--- config.mk ---
export PLATFORM = sky130hd
export DESIGN_NAME = queue_calc_sequencer_flat
export DESIGN_NICKNAME = d
export VERILOG_FILES = /design/src/rtl/queue_calc_sequencer_if.sv /design/src/rtl/queue_calc_sequencer.sv /design/src/flat_wrapper.sv
export SDC_FILE = /design/constraint.sdc
export NUM_CORES = 1
export LEC_CHECK = 0
export CAP_MARGIN = 20
export CORE_ASPECT_RATIO = 1.1
export CORE_MARGIN = 5
export CORE_UTILIZATION = 45
export DETAILED_ROUTE_END_ITERATION = 8
export PLACE_DENSITY_LB_ADDON = 0.05
export SLEW_MARGIN = 10
export SYNTH_ARGS = -nofsm -noshare
export SYNTH_HDL_FRONTEND = slang
export SYNTH_SLANG_ARGS = --single-unit
export TNS_END_PERCENT = 20
--- constraint.sdc ---
create_clock -name clk -period 2.7 [get_ports clk]
set_clock_uncertainty 0.2 [all_clocks]
set_input_delay 0.675 -clock clk [delete_from_list [all_inputs] [get_ports clk]]
set_output_delay 0.675 -clock clk [all_outputs]
set_load 0.05 [all_outputs]
--- src/rtl/queue_calc_sequencer_if.sv ---
// Token, queue-command, ALU and result signals of the calculator sequencer.
// The sequencer connects through the slave modport; its environment uses master.
interface queue_calc_sequencer_if;
    logic        tok_valid;
    logic        tok_ready;
    logic [1:0]  tok_kind;
    logic [7:0]  tok_data;
    logic [15:0] q_top;
    logic        q_en;
    logic [1:0]  q_opcode;
    logic [7:0]  q_back;
    logic        alu_start;
    logic [1:0]  alu_op;
    logic [7:0]  alu_a;
    logic [7:0]  alu_b;
    logic        alu_done;
    logic [7:0]  alu_result;
    logic        res_valid;
    logic [7:0]  res_data;
    logic        res_ready;
    logic        err;
    logic [1:0]  err_code;
    logic        err_clr;
    logic [2:0]  count;

    modport master (
        output tok_valid, tok_kind, tok_data, q_top, alu_done, alu_result, res_ready, err_clr,
        input  tok_ready, q_en, q_opcode, q_back, alu_start, alu_op, alu_a, alu_b,
               res_valid, res_data, err, err_code, count
    );

    modport slave (
        input  tok_valid, tok_kind, tok_data, q_top, alu_done, alu_result, res_ready, err_clr,
        output tok_ready, q_en, q_opcode, q_back, alu_start, alu_op, alu_a, alu_b,
               res_valid, res_data, err, err_code, count
    );
endinterface

--- src/rtl/queue_calc_sequencer.sv ---
// RPN token sequencer driving the byte calculator queue and shared ALU.
// Optional ALU watchdog: define QSEQ_ALU_TIMEOUT_EN.
module queue_calc_sequencer #(
    parameter int DEPTH          = 5,
    parameter int TIMEOUT_CYCLES = 64
) (
    input  logic                  clk,
    input  logic                  rst,
    queue_calc_sequencer_if.slave bus
);
    typedef enum logic [2:0] {
        S_IDLE, S_PUSH, S_ALU_REQ, S_ALU_WAIT, S_WRITEBACK, S_RESULT, S_ERROR, S_FLUSH
    } state_t;

    localparam logic [1:0] K_OPERAND    = 2'b00;
    localparam logic [1:0] K_OPERATOR   = 2'b01;
    localparam logic [1:0] OP_PUSH      = 2'b00;
    localparam logic [1:0] OP_POP_PAIR  = 2'b10;
    localparam logic [1:0] OP_POP_FRONT = 2'b11;
    localparam logic [1:0] E_OVERFLOW   = 2'b01;
    localparam logic [1:0] E_UNDERFLOW  = 2'b10;
    localparam logic [1:0] E_BAD_END    = 2'b11;
    localparam logic [2:0] DEPTH_C      = 3'(DEPTH);

    if (DEPTH < 2 || DEPTH > 7 || TIMEOUT_CYCLES < 1 || TIMEOUT_CYCLES > 255) begin : g_param_check
        $error("queue_calc_sequencer: DEPTH must be 2..7 and TIMEOUT_CYCLES 1..255");
    end

    state_t     state;
    logic [2:0] count_r;
    logic       tok_ready_r;
    logic       q_en_r;
    logic [1:0] q_opcode_r;
    logic [7:0] q_back_r;
    logic       alu_start_r;
    logic [1:0] alu_op_r;
    logic [7:0] alu_a_r;
    logic [7:0] alu_b_r;
    logic       res_valid_r;
    logic [7:0] res_data_r;
    logic       err_r;
    logic [1:0] err_code_r;

`ifdef QSEQ_ALU_TIMEOUT_EN
    localparam logic [7:0] WDOG_LAST = 8'(TIMEOUT_CYCLES - 1);
    logic [7:0] wdog;
`endif

    // Occupancy saturates at both ends so the mirror can never wrap.
    function automatic logic [2:0] cnt_inc(input logic [2:0] c);
        return (c >= DEPTH_C) ? DEPTH_C : c + 3'd1;
    endfunction

    function automatic logic [2:0] cnt_dec(input logic [2:0] c);
        return (c == 3'd0) ? 3'd0 : c - 3'd1;
    endfunction

    always_ff @(posedge clk) begin
        if (!rst) begin
            state       <= S_IDLE;
            count_r     <= 3'd0;
            tok_ready_r <= 1'b1;
            q_en_r      <= 1'b0;
            q_opcode_r  <= 2'b00;
            q_back_r    <= 8'h00;
            alu_start_r <= 1'b0;
            alu_op_r    <= 2'b00;
            alu_a_r     <= 8'h00;
            alu_b_r     <= 8'h00;
            res_valid_r <= 1'b0;
            res_data_r  <= 8'h00;
            err_r       <= 1'b0;
            err_code_r  <= 2'b00;
`ifdef QSEQ_ALU_TIMEOUT_EN
            wdog        <= 8'h00;
`endif
        end else begin
            q_en_r      <= 1'b0;
            alu_start_r <= 1'b0;
            case (state)
                S_IDLE: begin
                    if (bus.tok_valid) begin
                        tok_ready_r <= 1'b0;
                        case (bus.tok_kind)
                            K_OPERAND: begin
                                if (count_r < DEPTH_C) begin
                                    state      <= S_PUSH;
                                    q_en_r     <= 1'b1;
                                    q_opcode_r <= OP_PUSH;
                                    q_back_r   <= bus.tok_data;
                                end else begin
                                    state      <= S_ERROR;
                                    err_r      <= 1'b1;
                                    err_code_r <= E_OVERFLOW;
                                end
                            end
                            K_OPERATOR: begin
                                if (count_r >= 3'd2) begin
                                    state       <= S_ALU_REQ;
                                    alu_start_r <= 1'b1;
                                    alu_op_r    <= bus.tok_data[1:0];
                                    alu_a_r     <= bus.q_top[15:8];
                                    alu_b_r     <= bus.q_top[7:0];
`ifdef QSEQ_ALU_TIMEOUT_EN
                                    wdog        <= 8'h00;
`endif
                                end else begin
                                    state      <= S_ERROR;
                                    err_r      <= 1'b1;
                                    err_code_r <= E_UNDERFLOW;
                                end
                            end
                            default: begin
                                // Reserved kind behaves as an end token.
                                if (count_r == 3'd1) begin
                                    state       <= S_RESULT;
                                    res_valid_r <= 1'b1;
                                    res_data_r  <= bus.q_top[15:8];
                                end else begin
                                    state      <= S_ERROR;
                                    err_r      <= 1'b1;
                                    err_code_r <= E_BAD_END;
                                end
                            end
                        endcase
                    end
                end
                S_PUSH: begin
                    count_r     <= cnt_inc(count_r);
                    state       <= S_IDLE;
                    tok_ready_r <= 1'b1;
                end
                S_ALU_REQ: begin
                    // A done pulse coincident with the launch is deliberately not looked at.
                    state <= S_ALU_WAIT;
                end
                S_ALU_WAIT: begin
                    if (bus.alu_done) begin
                        state      <= S_WRITEBACK;
                        q_en_r     <= 1'b1;
                        q_opcode_r <= OP_POP_PAIR;
                        q_back_r   <= bus.alu_result;
                    end
`ifdef QSEQ_ALU_TIMEOUT_EN
                    else if (wdog == WDOG_LAST) begin
                        state      <= S_ERROR;
                        err_r      <= 1'b1;
                        err_code_r <= E_BAD_END;
                    end else begin
                        wdog <= wdog + 8'd1;
                    end
`endif
                end
                S_WRITEBACK: begin
                    count_r     <= cnt_dec(count_r);
                    state       <= S_IDLE;
                    tok_ready_r <= 1'b1;
                end
                S_RESULT: begin
                    if (bus.res_ready) begin
                        res_valid_r <= 1'b0;
                        res_data_r  <= 8'h00;
                        q_en_r      <= 1'b1;
                        q_opcode_r  <= OP_POP_FRONT;
                        count_r     <= 3'd0;
                        state       <= S_IDLE;
                        tok_ready_r <= 1'b1;
                    end
                end
                S_ERROR: begin
                    if (bus.err_clr) begin
                        state <= S_FLUSH;
                    end
                end
                S_FLUSH: begin
                    // Drain one entry per cycle; the error clears only once empty.
                    if (count_r != 3'd0) begin
                        q_en_r     <= 1'b1;
                        q_opcode_r <= OP_POP_FRONT;
                        count_r    <= cnt_dec(count_r);
                    end else begin
                        err_r       <= 1'b0;
                        err_code_r  <= 2'b00;
                        state       <= S_IDLE;
                        tok_ready_r <= 1'b1;
                    end
                end
                default: begin
                    state       <= S_IDLE;
                    tok_ready_r <= 1'b1;
                end
            endcase
        end
    end

    assign bus.tok_ready = tok_ready_r;
    assign bus.q_en      = q_en_r;
    assign bus.q_opcode  = q_opcode_r;
    assign bus.q_back    = q_back_r;
    assign bus.alu_start = alu_start_r;
    assign bus.alu_op    = alu_op_r;
    assign bus.alu_a     = alu_a_r;
    assign bus.alu_b     = alu_b_r;
    assign bus.res_valid = res_valid_r;
    assign bus.res_data  = res_data_r;
    assign bus.err       = err_r;
    assign bus.err_code  = err_code_r;
    assign bus.count     = count_r;
endmodule

--- src/flat_wrapper.sv ---
// flat-port wrapper written by rule: the top's interface ports become plain ports
module queue_calc_sequencer_flat 
#(
    parameter int DEPTH          = 5,
    parameter int TIMEOUT_CYCLES = 64
)
  (clk, rst, bus_tok_valid, bus_tok_kind, bus_tok_data, bus_q_top, bus_alu_done, bus_alu_result, bus_res_ready, bus_err_clr, bus_tok_ready, bus_q_en, bus_q_opcode, bus_q_back, bus_alu_start, bus_alu_op, bus_alu_a, bus_alu_b, bus_res_valid, bus_res_data, bus_err, bus_err_code, bus_count);
  queue_calc_sequencer_if bus_i ();
  input  logic clk;
  input  logic rst;
  input wire logic [$bits(bus_i.tok_valid)-1:0] bus_tok_valid;
  input wire logic [$bits(bus_i.tok_kind)-1:0] bus_tok_kind;
  input wire logic [$bits(bus_i.tok_data)-1:0] bus_tok_data;
  input wire logic [$bits(bus_i.q_top)-1:0] bus_q_top;
  input wire logic [$bits(bus_i.alu_done)-1:0] bus_alu_done;
  input wire logic [$bits(bus_i.alu_result)-1:0] bus_alu_result;
  input wire logic [$bits(bus_i.res_ready)-1:0] bus_res_ready;
  input wire logic [$bits(bus_i.err_clr)-1:0] bus_err_clr;
  output wire logic [$bits(bus_i.tok_ready)-1:0] bus_tok_ready;
  output wire logic [$bits(bus_i.q_en)-1:0] bus_q_en;
  output wire logic [$bits(bus_i.q_opcode)-1:0] bus_q_opcode;
  output wire logic [$bits(bus_i.q_back)-1:0] bus_q_back;
  output wire logic [$bits(bus_i.alu_start)-1:0] bus_alu_start;
  output wire logic [$bits(bus_i.alu_op)-1:0] bus_alu_op;
  output wire logic [$bits(bus_i.alu_a)-1:0] bus_alu_a;
  output wire logic [$bits(bus_i.alu_b)-1:0] bus_alu_b;
  output wire logic [$bits(bus_i.res_valid)-1:0] bus_res_valid;
  output wire logic [$bits(bus_i.res_data)-1:0] bus_res_data;
  output wire logic [$bits(bus_i.err)-1:0] bus_err;
  output wire logic [$bits(bus_i.err_code)-1:0] bus_err_code;
  output wire logic [$bits(bus_i.count)-1:0] bus_count;
  assign bus_i.tok_valid = bus_tok_valid;
  assign bus_i.tok_kind = bus_tok_kind;
  assign bus_i.tok_data = bus_tok_data;
  assign bus_i.q_top = bus_q_top;
  assign bus_i.alu_done = bus_alu_done;
  assign bus_i.alu_result = bus_alu_result;
  assign bus_i.res_ready = bus_res_ready;
  assign bus_i.err_clr = bus_err_clr;
  assign bus_tok_ready = bus_i.tok_ready;
  assign bus_q_en = bus_i.q_en;
  assign bus_q_opcode = bus_i.q_opcode;
  assign bus_q_back = bus_i.q_back;
  assign bus_alu_start = bus_i.alu_start;
  assign bus_alu_op = bus_i.alu_op;
  assign bus_alu_a = bus_i.alu_a;
  assign bus_alu_b = bus_i.alu_b;
  assign bus_res_valid = bus_i.res_valid;
  assign bus_res_data = bus_i.res_data;
  assign bus_err = bus_i.err;
  assign bus_err_code = bus_i.err_code;
  assign bus_count = bus_i.count;
  queue_calc_sequencer #(.DEPTH(DEPTH), .TIMEOUT_CYCLES(TIMEOUT_CYCLES)) u_core (.clk(clk), .rst(rst), .bus(bus_i));
endmodule
==> impl_metrics.toml <==
[routing]
vias = 2275
first_iter_violations = 85
dr.pass1.iters = 4
postRouteAntennaNets = 0
wl_microns = 6665
via_per_inst = 5.194
drc = 0
wl_per_cell_microns = 15.22

[critical_path]
arrival_ns = 1.68
reg2reg_setup_slack_ns = 0.37
crit_type = "reg -> out"
cp_cell_sequence = "clkdlybuf4s50_1"
cp_top_family = "buffers and inverters"
setup.worst_path.end_class = "primary output"
cp_max_fo = 8
startpoint_type = "register"
slowest_delay_ns = 0.87
required_ns = 1.82
path_buf_inv = 1
crit_slowest_cell = "clkdlybuf4s50_1"

[floorplan]
die_width_microns = 81.30
ios = 86
coreArea_sq_um = 5395
fp-row-count = 28
start_util_pct = 46.64
dieArea_sq_um = 7189
die_y_microns = 88.43

[clocking]
hold_buffers = 0
cts_tree = "built"
numCtsBuffers = 5
ctsLongestPathBuffers = 2
clk_pin_slew_worst_paths_ns = 0.09
cts_root_buf = "clkbuf_8"
htreeDepth = 2
cts_setup_buffers = 0
clock_latency_ns = 0.29
clock_sinks = 49

[hold_path]
worstHoldPathType = "reg -> reg"

[final_layout]
fillCellCount = 496
area_growth_pct = 40.18
nets = 407
final_layout_size_suffix_gt1_share_pct = 10.74
fin_area_sq_um = 3527
layout_commonest_cell = "clkdlybuf4s50_1"
final_cell_mix = "clkdlybuf4s50_1, dfxtp_1, nor2_1, mux2i_1, nand2_1"
antenna_cells = 0

[timing]
holdWs_ns = 0.2665
setup_viol = 0
drv_slew = 0
tns_ns = 0
max_freq_mhz = 392.0
fin_crit_sh_pct = 94.49
rsz0062_at_grt = "no"
slew_headroom_pct = 49.00
worstMarginPinSlew_ns = 0.7640
hold_viol_final = 0
fin_crit_ns = 2.551

[pwr]
p_leak_nw = 1.449
peakVddDrop_uv = 455.1
powerDensity_nw_per_um2 = 906.1

[run]
maxCapViolations = 0

[grt]
grt_antenna_before_repair = 0
overflow = 0
grt_max_degree = 33
grt_usage_pct = 19.63
grt_pass1_vias = 2320
grt_pass1_wl_microns = 11050

[synthesis]
postSynthCellCount = 275
netlist_area_sq_um = 2516
yosysUniqueCellTypes = 51
yosysSeqAreaShare_pct = 38.99
syn_nets = 320
synth_edf_count = 0
yosys_warnings = 0
async_flop_share_pct = 0
syn_avg_cell_area_sq_um = 9.150
synth_ff_type = "dfxtp_1"
synth-seq-cells = 49

[placement]
gp_congestion = 0.9171
placed_cell_area_sq_um = 3441
hpwl_microns = 4968
port_buffers = 85

[outcome]
status = "finished clean"
==> cell type report <==
class | instances | area [sq um] | area share, %
Inverter | 9 | 33.78 | 0.9578
Tap cell | 75 | 93.84 | 2.661
Timing Repair Buffer | 98 | 963.4 | 27.31
Multi-Input combinational cell | 199 | 1371 | 38.88
Clock buffer | 7 | 76.32 | 2.164
Sequential cell | 49 | 980.9 | 27.81
Clock inverter | 1 | 7.507 | 0.2128
==> through the flow <==
stage	total power [mW]	utilization, %	cells	setup slack (ns)
after floorplan	2.293	-	275	0.3314
after global placement	2.795	63.78	430	0.1054
after detailed placement	2.799	63.78	430	0.08622
after CTS	3.229	65.33	438	0.04747
after global routing	3.405	65.38	438	0.09962
final	3.196	65.38	438	0.1489
==> synth_stat cells (2+ instances only) <==
master / number / area, sq um
clkbuf_1: 7 / 26.28
a21oi_1: 12 / 60.06
inv_1: 8 / 30.03
nor2b_1: 5 / 31.28
nor3_2: 2 / 20.02
nand3_1: 4 / 20.02
nand2b_1: 2 / 12.51
a31oi_1: 2 / 12.51
dfxtp_1: 49 / 980.9
o211a_1: 6 / 60.06
nand2_1: 35 / 131.4
o22ai_1: 2 / 12.51
or3_1: 2 / 12.51
mux2i_1: 36 / 360.4
nor2_1: 36 / 135.1
a211oi_2: 4 / 50.05
o221ai_1: 3 / 26.28
buf_6: 6 / 67.56
a31o_2: 2 / 17.52
nor3_1: 5 / 25.02
mux2_2: 3 / 33.78
ha_1: 5 / 62.56
o21ai_0: 7 / 35.03
buf_2: 3 / 15.01
nand3b_1: 2 / 15.01
a2bb2oi_1: 2 / 17.52
==> report_power, final <==
part	leakage, nW	internal [mW]	switching (mW)	total (mW)
combinational	1.01	0.696	1.05	1.75
sequential	0.398	0.855	0.174	1.03
clock	0.0385	0.184	0.233	0.417
==> kinds of logic (layout without fill, tap and decap cells) <==
logic type	Yosys count	count (layout)	synth area share (%)
multiplexers	39	39	15.66
adder cells (fa/ha/maj)	5	5	2.486
AND/OR/NAND/NOR	102	102	18.85
buffers and inverters	27	115	6.763
AO/OA/AOI/OAI	53	53	17.26
flip-flops	49	49	38.99
==> layer usage <==
metal	GRT usage [%]	wire length [microns]	vias to the layer above
met4	7.066	132	0
met2	33.11	3246	58
met1	22.89	2786	1070
li1	-	-	1136
met5	0	0	-
met3	6.925	499	11
==> sequential cells by signal, summed over array words and instances (netlist names) <==
| name | flops |
|---|---|
| u_core.bus.q_back | 8 |
| u_core.bus.tok_ready | 1 |
| u_core.bus.alu_start | 1 |
| u_core.bus.q_opcode | 2 |
| u_core.bus.q_en | 1 |
| u_core.bus.err | 1 |
| u_core.bus.count | 3 |
| u_core.bus.err_code | 2 |
| u_core.bus.res_valid | 1 |
| u_core.bus.alu_op | 2 |
| u_core.bus.res_data | 8 |
| u_core.bus.alu_b | 8 |
| u_core.state | 3 |
| u_core.bus.alu_a | 8 |
==> worst paths after layout <==
kind,start,end,depth (start not counted)
min,u_core.bus.res_data[3],u_core.bus.res_data[3],2
max reg2reg,u_core.state[0],u_core.bus.err_code[0],6
max,u_core.bus.count[1],bus_count[1],1
min reg2reg,u_core.bus.res_data[3],u_core.bus.res_data[3],2
==> what timing repair did <==
action | CTS | global route
hold endpoints to repair | 0 | 0
setup endpoints to repair | 0 | 1
resized for setup | 0 | 1
(Power assumes the default switching activity.)
